[config.mk]
export PLATFORM = sky130hd
export DESIGN_NAME = ipgu_ram_ctrl
export DESIGN_NICKNAME = d
export VERILOG_FILES = /design/src/rtl/ipgu_pkg.sv /design/src/rtl/ipgu_rr_arb2.sv /design/src/rtl/ipgu_ram_ctrl.sv
export SDC_FILE = /design/constraint.sdc
export NUM_CORES = 1
export LEC_CHECK = 0
export CAP_MARGIN = 20
export CORE_MARGIN = 2
export CORE_UTILIZATION = 55
export DETAILED_ROUTE_END_ITERATION = 6
export DONT_BUFFER_PORTS = 1
export PLACE_DENSITY_LB_ADDON = 0.08
export REMOVE_ABC_BUFFERS = 1
export SLEW_MARGIN = 20
export SYNTH_ARGS = -nofsm -noshare
export SYNTH_HDL_FRONTEND = slang
export SYNTH_SLANG_ARGS = --single-unit
[constraint.sdc]
create_clock -name clk -period 4.14 [get_ports clk]
set_input_delay 0.621 -clock clk [delete_from_list [all_inputs] [get_ports clk]]
set_output_delay 0.621 -clock clk [all_outputs]
set_load 0.01 [all_outputs]
[src/rtl/ipgu_pkg.sv]
// Shared definitions for the image pixel buffer RAM controller: default geometry,
// controller states and the two-way round-robin pick used by the read arbiter.
package ipgu_pkg;

   localparam int IPGU_DATA_WIDTH = 8;
   localparam int IPGU_DEPTH_X    = 300;
   localparam int IPGU_DEPTH_Y    = 300;

   typedef enum logic [1:0] {
      ST_IDLE  = 2'd0,
      ST_CLEAR = 2'd1,
      ST_LOAD  = 2'd2,
      ST_SERVE = 2'd3
   } ipgu_state_e;

   // ptr names the requester that wins when both ask in the same cycle.
   function automatic logic [1:0] rr_pick(input logic [1:0] req, input logic ptr);
      logic [1:0] gnt;
      gnt = 2'b00;
      case (req)
         2'b01:   gnt = 2'b01;
         2'b10:   gnt = 2'b10;
         2'b11:   gnt = ptr ? 2'b10 : 2'b01;
         default: gnt = 2'b00;
      endcase
      return gnt;
   endfunction

endpackage

[src/rtl/ipgu_rr_arb2.sv]
// Two-way round-robin arbiter: one-hot grant from the request vector and a
// registered pointer that toggles after every grant.
module ipgu_rr_arb2
   import ipgu_pkg::*;
(
   input  logic       clk,
   input  logic       rst,
   input  logic       en,
   input  logic [1:0] req,
   output logic [1:0] gnt
);

   logic ptr_q;
   logic ptr_d;

   // Grant decode and pointer advance.
   always_comb begin
      gnt   = 2'b00;
      ptr_d = ptr_q;
      if (en) begin
         gnt = rr_pick(req, ptr_q);
      end else begin
         gnt = 2'b00;
      end
      if (gnt != 2'b00) begin
         ptr_d = ~ptr_q;
      end else begin
         ptr_d = ptr_q;
      end
   end

   // Pointer register.
   always_ff @(posedge clk or posedge rst) begin
      if (rst) begin
         ptr_q <= 1'b0;
      end else begin
         ptr_q <= ptr_d;
      end
   end

endmodule

[src/rtl/ipgu_ram_ctrl.sv]
// Frame loader and two-requester read server for a single-port image RAM.
// A frame is written in raster order (optionally after a one-cycle bulk clear), then reads are served.
module ipgu_ram_ctrl
   import ipgu_pkg::*;
#(
   parameter int DATA_WIDTH   = IPGU_DATA_WIDTH,
   parameter int DEPTH_X      = IPGU_DEPTH_X,
   parameter int DEPTH_Y      = IPGU_DEPTH_Y,
   parameter int ADDR_WIDTH_X = $clog2(DEPTH_X),
   parameter int ADDR_WIDTH_Y = $clog2(DEPTH_Y)
) (
   input  logic                                 clk,
   input  logic                                 rst,
   input  logic                                 start,
   input  logic                                 clr_en,
   output logic                                 busy,
   output logic                                 frame_done,
   input  logic                                 pix_valid,
   input  logic [DATA_WIDTH-1:0]                pix_data,
   output logic                                 pix_ready,
   input  logic [1:0]                           rd_req,
   input  logic [ADDR_WIDTH_X+ADDR_WIDTH_Y-1:0] rd_addr0,
   input  logic [ADDR_WIDTH_X+ADDR_WIDTH_Y-1:0] rd_addr1,
   output logic [1:0]                           rd_gnt,
   output logic [1:0]                           rd_rvalid,
   output logic [DATA_WIDTH-1:0]                rd_rdata,
   output logic                                 rd_rerr,
   output logic [ADDR_WIDTH_X+ADDR_WIDTH_Y-1:0] ram_addr,
   output logic [DATA_WIDTH-1:0]                ram_wrData,
   input  logic [DATA_WIDTH-1:0]                ram_rdData,
   output logic                                 ram_cs,
   output logic                                 ram_we,
   output logic                                 ram_wrAll
);

   localparam int AW = ADDR_WIDTH_X + ADDR_WIDTH_Y;
   localparam logic [ADDR_WIDTH_X-1:0] X_LAST = ADDR_WIDTH_X'(DEPTH_X - 1);
   localparam logic [ADDR_WIDTH_Y-1:0] Y_LAST = ADDR_WIDTH_Y'(DEPTH_Y - 1);

   ipgu_state_e             state_q, state_d;
   logic [ADDR_WIDTH_X-1:0] xcnt_q, xcnt_d;
   logic [ADDR_WIDTH_Y-1:0] ycnt_q, ycnt_d;
   logic                    frame_done_q, frame_done_d;
   logic [1:0]              rvalid_q, rvalid_d;
   logic                    rerr_q, rerr_d;

   logic                    arb_en_s;
   logic [1:0]              gnt_s;
   logic [AW-1:0]           gaddr_s;
   logic                    goor_s;

   function automatic logic out_of_range(input logic [AW-1:0] a);
      logic [ADDR_WIDTH_X-1:0] x;
      logic [ADDR_WIDTH_Y-1:0] y;
      x = a[ADDR_WIDTH_X-1:0];
      y = a[AW-1:ADDR_WIDTH_X];
      return (32'(x) >= 32'(DEPTH_X)) || (32'(y) >= 32'(DEPTH_Y));
   endfunction

   // A start request in SERVE takes the cycle, so arbitration is held off.
   assign arb_en_s = (state_q == ST_SERVE) && !start;

   ipgu_rr_arb2 u_arb (
      .clk (clk),
      .rst (rst),
      .en  (arb_en_s),
      .req (rd_req),
      .gnt (gnt_s)
   );

   // Next-state, raster counters and RAM port command.
   always_comb begin
      state_d      = state_q;
      xcnt_d       = xcnt_q;
      ycnt_d       = ycnt_q;
      frame_done_d = 1'b0;
      rvalid_d     = 2'b00;
      rerr_d       = 1'b0;
      ram_cs       = 1'b0;
      ram_we       = 1'b0;
      ram_wrAll    = 1'b0;
      ram_addr     = {AW{1'b0}};
      ram_wrData   = {DATA_WIDTH{1'b0}};
      gaddr_s      = gnt_s[1] ? rd_addr1 : rd_addr0;
      goor_s       = out_of_range(gaddr_s);
      case (state_q)
         ST_IDLE: begin
            if (start) begin
               state_d = clr_en ? ST_CLEAR : ST_LOAD;
            end else begin
               state_d = ST_IDLE;
            end
         end
         ST_CLEAR: begin
            ram_cs    = 1'b1;
            ram_we    = 1'b1;
            ram_wrAll = 1'b1;
            state_d   = ST_LOAD;
         end
         ST_LOAD: begin
            if (pix_valid) begin
               ram_cs     = 1'b1;
               ram_we     = 1'b1;
               ram_addr   = {ycnt_q, xcnt_q};
               ram_wrData = pix_data;
               if (xcnt_q == X_LAST) begin
                  xcnt_d = {ADDR_WIDTH_X{1'b0}};
                  if (ycnt_q == Y_LAST) begin
                     ycnt_d       = {ADDR_WIDTH_Y{1'b0}};
                     frame_done_d = 1'b1;
                     state_d      = ST_SERVE;
                  end else begin
                     ycnt_d = ycnt_q + ADDR_WIDTH_Y'(1);
                  end
               end else begin
                  xcnt_d = xcnt_q + ADDR_WIDTH_X'(1);
               end
            end else begin
               state_d = ST_LOAD;
            end
         end
         ST_SERVE: begin
            if (start) begin
               state_d = clr_en ? ST_CLEAR : ST_LOAD;
            end else if (gnt_s != 2'b00) begin
               ram_addr = gaddr_s;
               ram_cs   = !goor_s;
               rvalid_d = gnt_s;
               rerr_d   = goor_s;
            end else begin
               state_d = ST_SERVE;
            end
         end
         default: begin
            state_d = ST_IDLE;
         end
      endcase
   end

   // Controller state, counters and read-response pipeline.
   always_ff @(posedge clk or posedge rst) begin
      if (rst) begin
         state_q      <= ST_IDLE;
         xcnt_q       <= {ADDR_WIDTH_X{1'b0}};
         ycnt_q       <= {ADDR_WIDTH_Y{1'b0}};
         frame_done_q <= 1'b0;
         rvalid_q     <= 2'b00;
         rerr_q       <= 1'b0;
      end else begin
         state_q      <= state_d;
         xcnt_q       <= xcnt_d;
         ycnt_q       <= ycnt_d;
         frame_done_q <= frame_done_d;
         rvalid_q     <= rvalid_d;
         rerr_q       <= rerr_d;
      end
   end

   // Status and response outputs; read data comes straight from the RAM the cycle after the grant.
   always_comb begin
      rd_gnt     = gnt_s;
      rd_rvalid  = rvalid_q;
      rd_rerr    = rerr_q;
      frame_done = frame_done_q;
      busy       = (state_q == ST_CLEAR) || (state_q == ST_LOAD);
      pix_ready  = (state_q == ST_LOAD);
      if ((rvalid_q != 2'b00) && !rerr_q) begin
         rd_rdata = ram_rdData;
      end else begin
         rd_rdata = {DATA_WIDTH{1'b0}};
      end
   end

endmodule

* Yosys cells after proc, flatten, opt, wreduce, memory -nomap -nowiden *
Cells that the tools add are included.

word-level totals
  flip-flop bits (word level) = 25
  latch bits = 0
  bits in writable memories = 0
  bits in read-only memories = 0
  output and inout port bits = 45
  logic and storage cells = 73
  memories = 0

cells by class
  add/sub/neg operators = 2
  $mul = 0
  div/mod/pow operators = 0
  order comparisons = 2
  equality and inequality tests = 11
  shifts and indexed selects = 0
  multiplexer cells = 37
  bitwise logic cells = 1
  reductions and logical operators = 13

operator list
  cell                                                      count
  two-way mux 18 bit                                        4
  one-hot mux 18 bit (2 select lines)                       1
  two-way mux 2 bit                                         12
  two-way mux 8 bit                                         3
  adder 9 x 1 -> 9 bit, second input constant               2
  == test 9 bit, second input constant                      2
  greater-or-equal comparator 9 bit, second input constant  2
  two-way mux 9 bit                                         2
  two-way mux 1 bit                                         11
  == test 2 bit, second input constant                      4
  one-hot mux 2 bit (4 select lines)                        1
  != test 3 x 2 -> 1 bit, second input constant             2
  one-hot mux 2 bit (3 select lines)                        1
  AND reduction 3 bit                                       2
  == test 2 x 1 -> 1 bit, second input constant             2
  nonzero test 2 bit                                        2
  zero test 1 bit                                           3
  != test 3 bit, second input constant                      1
  one-hot mux 1 bit (3 select lines)                        1
  logical AND 1 bit                                         2
  zero test 2 bit                                           1
  logical OR 1 bit                                          2
  one-hot mux 1 bit (2 select lines)                        1
  AND reduction 2 bit                                       1
  NOT 1 bit                                                 1

* Longest topological paths before layout *
  depth in word-level cells = 10
  mapped depth = 8
  mapped depth without buffers = 7

* By module *
From an unflattened synthesis, not the netlist that was laid out.

unflattened totals
  cells, all modules = 228
  area total of the unflattened synthesis = 1955.6 um2

modules (own cells, without submodules)
  module         instances  cells each  area each (um2)
  ipgu_ram_ctrl  1          219         1888.1
  ipgu_rr_arb2   1          9           67.6

* Worst setup path before layout *
Ideal clock, no wire load.

  path kind = input-to-output
  start point = in start
  end point = out ram_addr[10]
  data arrival time = 1848 ps
  data required time = 3519 ps
  setup slack = 1671 ps
  stages on the path = 6
  buffers on the path = 2
  path through = nor2b_1 > and3_2 > clkbuf_1 > buf_1 > a222oi_1 > inv_1

between the ends
  cells in the longest elaborated chain, start to end = 7
  elaborated cells between the ends (all ways) = 8

RTL lines
  item                                 line                  RTL
  from (decl)                          ipgu_ram_ctrl.sv:14   input logic start,
  zero test 1 bit                      ipgu_ram_ctrl.sv:61   assign arb_en_s = (state_q == ST_SERVE) && !start;
  logical AND 1 bit                    ipgu_ram_ctrl.sv:61
  two-way mux 2 bit                    ipgu_rr_arb2.sv:20    if (en) begin
  via rd_gnt[0]                        ipgu_ram_ctrl.sv:24   output logic [1:0] rd_gnt,
  nonzero test 2 bit                   ipgu_ram_ctrl.sv:125  end else if (gnt_s != 2'b00) begin
  two-way mux 18 bit                   ipgu_ram_ctrl.sv:125
  two-way mux 18 bit                   ipgu_ram_ctrl.sv:123  if (start) begin
  one-hot mux 18 bit (2 select lines)  ipgu_ram_ctrl.sv:86   case (state_q)
  to (decl)                            ipgu_ram_ctrl.sv:28   output logic [ADDR_WIDTH_X+ADDR_WIDTH_Y-1:0] ram_addr,

The timed path passes the listed nets, and every way through them passes these cells.

* Worst setup path in the final report *
  start point = reg state_q[1]
  end point = out ram_cs

between the ends
  cells in the longest elaborated chain, start to end = 10
  elaborated cells between the ends (all ways) = 14

RTL lines
  item                                  line                                      RTL
  from (decl)                           ipgu_ram_ctrl.sv:40                       ipgu_state_e state_q, state_d;
  from (signal assigned)                ipgu_ram_ctrl.sv:150                      state_q <= state_d;
  == test 2 bit                         ipgu_ram_ctrl.sv:61, ipgu_ram_ctrl.sv:86
  logical AND 1 bit                     ipgu_ram_ctrl.sv:61
  two-way mux 2 bit                     ipgu_rr_arb2.sv:20
  two-way mux 18 bit                    ipgu_ram_ctrl.sv:84                       gaddr_s = gnt_s[1] ? rd_addr1 : rd_addr0;
  greater-or-equal comparator 9 bit     ipgu_ram_ctrl.sv:57                       return (32'(x) >= 32'(DEPTH_X)) || (32'(y) >= 32'(DEPTH_Y));
  logical OR 1 bit                      ipgu_ram_ctrl.sv:57
  zero test 1 bit                       ipgu_ram_ctrl.sv:127                      ram_cs = !goor_s;
  two-way mux 1 bit                     ipgu_ram_ctrl.sv:125
  two-way mux 1 bit                     ipgu_ram_ctrl.sv:123
  one-hot mux 1 bit (3 select lines) *  ipgu_ram_ctrl.sv:86
  to (decl)                             ipgu_ram_ctrl.sv:31                       output logic ram_cs,

Every way passes the cells marked *; elsewhere a longest branch is shown, timed or not.

==> run_results.csv <==
group,metric,value,unit
synth,yosys_most_used_dff,"dfrtp_1",
sta,slew_viol_final,0,
route,avgViaCountPerCell,6.64,
cts,cts_inserted_buffers,3,
synth,syn_inst,216,
sta,holdWs,165,ps
final_layout,fin_util,58.4,%
sta,final.period_utilization,76.9,%
run_status,run_status,"finished clean",
cts,clk_latency,320,ps
synth,synth_warnings,0,
placed_design,dp_slack,1350,ps
grt,antenna_found_initial,0,
placed_design,hpwlAfterDp,3720,um
pwr,peakVddDrop,0.000343,V
final_layout,area_growth,3.17,%
sta,final-hold-violation-count,0,
critical_path,crit_path_start_kind,"flip-flop",
cts,clk_path_buf_depth,2,
synth,syn-mean-instance-area,8.60,um2
critical_path,end_kind,"output pin",
final_layout,fillCellCount,297,
critical_path,path_cells,"ha_1 -> nor2b_1 -> and3_1 -> buf_4 -> nor3b_1 -> a311oi_1 -> a21o_1",
final_layout,stdcell_count,257,
route,vias,1707,
placed_design,placed_area,1860,um2
route,drc,0,
route,drt-total-wl,4940,um
synth,synthArstFlopShare,100,%
grt,grt_pass1_vias,1703,
critical_path,crit_buf_inv,1,
pwr,power,776,uW
route,dr.pass1.iters,6,
floorplanning,fp.dieArea,3860,um2
critical_path,slowest_stage,"dfrtp_1",
floorplanning,fp.dieW,62.1,um
final_layout,multi_input_area,1080,um2
worst_hold_path,min_path_type,"input pin to asynchronous set/reset pin",
route,wl_per_cell,19.2,um
floorplanning,start_util,56.6,%
final_layout,layout.nets,277,
sta,max_freq,314,MHz
final_layout,drive_gt1_share,7.58,%
synth,synth_common_cells,"25 x dfrtp_1, 25 x inv_1, 20 x nand2_1, 18 x a222oi_1, 15 x and3_1",
placed_design,gp_congestion,0.882,
critical_path,worstPathArrival,2560,ps
pwr,p_per_area,405,nW/um2
placed_design,io_buffers,0,
cts,clk_pin_slew,130,ps
grt,grt_max_degree,28,
critical_path,critical_path.top_delay_family,"simple AND/OR/NAND/NOR gates",
cts,h-tree-depth,1,
critical_path,worstPathMaxFanout,15,
pwr,p_leak,0.987,nW
cts,cts_tree,"yes",
floorplanning,io_pins,104,
floorplanning,design.core.area,3280,um2
cts,cts_setup_buffers,0,
placed_design,placed_cells,252,
sta,setup_slack,955,ps
cts,cts.sinks,25,
grt,grt_pass1_wl,8050,um
critical_path,cp_data_required_time,3520,ps
sta,fin_setup_tns,0,ps
route,drt_iter0_drc,152,
synth,synth_cell_type_count,41,
cts,ctsHoldBuffers,0,
route,postRouteAntennaNets,0,
sta,relSlewSlack,34.6,%
grt,gr-total-overflow,0,
floorplanning,die_h,62.1,um
synth,ys_seq_area_share,33.7,%
synth,synth_edf_count,0,
synth,yosys.area.top_type,"dfrtp_1",
final_layout,n_antenna_cell,0,
sta,fin_crit,3190,ps
cts,clock-root-buffer,"clkbuf_4",
flow_run,drv_cap,0,
final_layout,final_area,1920,um2
sta,finalSetupViolCount,0,
synth,syn_area,1860,um2
sta,finClkSkew,4.89,ps
synth,yosys-top-cells-area,"dfrtp_1 34%, a222oi_1 9.7%, and3_1 5.1%",
cts,post_cts_resized,0,
floorplanning,num_rows,21,
critical_path,worst_path_largest_cell_delay,430,ps
sta,worstMarginPinSlew,982,ps
synth,ys_ff_latch,25,
sta,rsz0062_at_grt,"no",
grt,grtUsageTotal,25.5,%
final_layout,ff_latch_area,626,um2
synth,synthDominantCellAreaShare,33.7,%
critical_path,crit_type,"flip-flop to output pin",
-- flip-flops by register name, indices dropped and copies added, names as in the netlist --
register,cells
xcnt_q,9
ycnt_q,9
rd_rvalid,2
state_q,2
frame_done,1
rd_rerr,1
u_arb.ptr_q,1
-- layer usage --
| layer | track usage (%) | share of wire, % |
|---|---|---|
| met5 | 0 | 0 |
| met4 | 7.50 | 0.87 |
| met3 | 6.34 | 7.8 |
| met2 | 47.3 | 52 |
| met1 | 29.0 | 39 |
-- worst paths after layout --
| kind | from | slack (ps) | end | cells past startpoint |
|---|---|---|---|---|
| max | state_q[1]$_DFFE_PP0P_ | 950 | ram_cs | 7 |
| min | rst | 170 | rd_rerr$_DFF_PP0_ | 1 |
| max reg2reg | state_q[0]$_DFFE_PP0P_ | 1450 | xcnt_q[7]$_DFFE_PP0P_ | 7 |
| min reg2reg | u_arb.ptr_q$_DFFE_PP0N_ | 500 | u_arb.ptr_q$_DFFE_PP0N_ | 1 |
| max in group asynchronous | rst | 3540 | xcnt_q[7]$_DFFE_PP0P_ | 2 |
| min in group clk | rd_req[1] | 450 | rd_rvalid[1]$_DFF_PP0_ | 1 |
-- where the power goes --
| part | switching, mW | total [mW] | internal (mW) |
|---|---|---|---|
| logic | 0.216 | 0.335 | 0.119 |
| registers | 0.0497 | 0.332 | 0.283 |
| clock network | 0.0703 | 0.108 | 0.0377 |
| total | 0.336 | 0.776 | 0.439 |
-- layout make-up --
class | instances | area share (%)
clock buffers | 4 | 1.37
inverters | 25 | 4.90
multi-input cells | 155 | 56.3
flip-flops and latches | 25 | 32.6
well taps | 46 | 3.00
repair buffers | 2 | 1.83
-- cell usage in the layout, fill, tap and decap left out, types with 2 or more instances in the layout --
cell type and n:
a31oi_1 3, or4b_4 2, a21oi_1 3, nand2_2 2
xor2_1 2, nand3_1 4, nor2_2 2, a21o_1 6
o21ai_1 7, and2_1 10, o31ai_1 5, inv_1 25
clkbuf_4 3, nor2_1 13, nand4_1 4, nor2b_1 2
o21ai_0 8, ha_1 6, and3_1 15, dfrtp_1 25
a211oi_1 3, mux2i_1 3, a222oi_1 18, nand2_1 20
xnor2_1 4
-- kinds of logic (layout without fill, tap and decap cells) --
family / count (synthesis) / count (layout) / synth area share, %
mux: 3 / 3 / 1.62
compound gates: 59 / 59 / 24.4
simple gates: 81 / 81 / 25.1
flops: 25 / 25 / 33.7
fa+ha+maj: 6 / 6 / 4.04
xor+xnor: 6 / 6 / 2.83
buf+inv: 36 / 31 / 8.28
(Power assumes the default switching activity.)
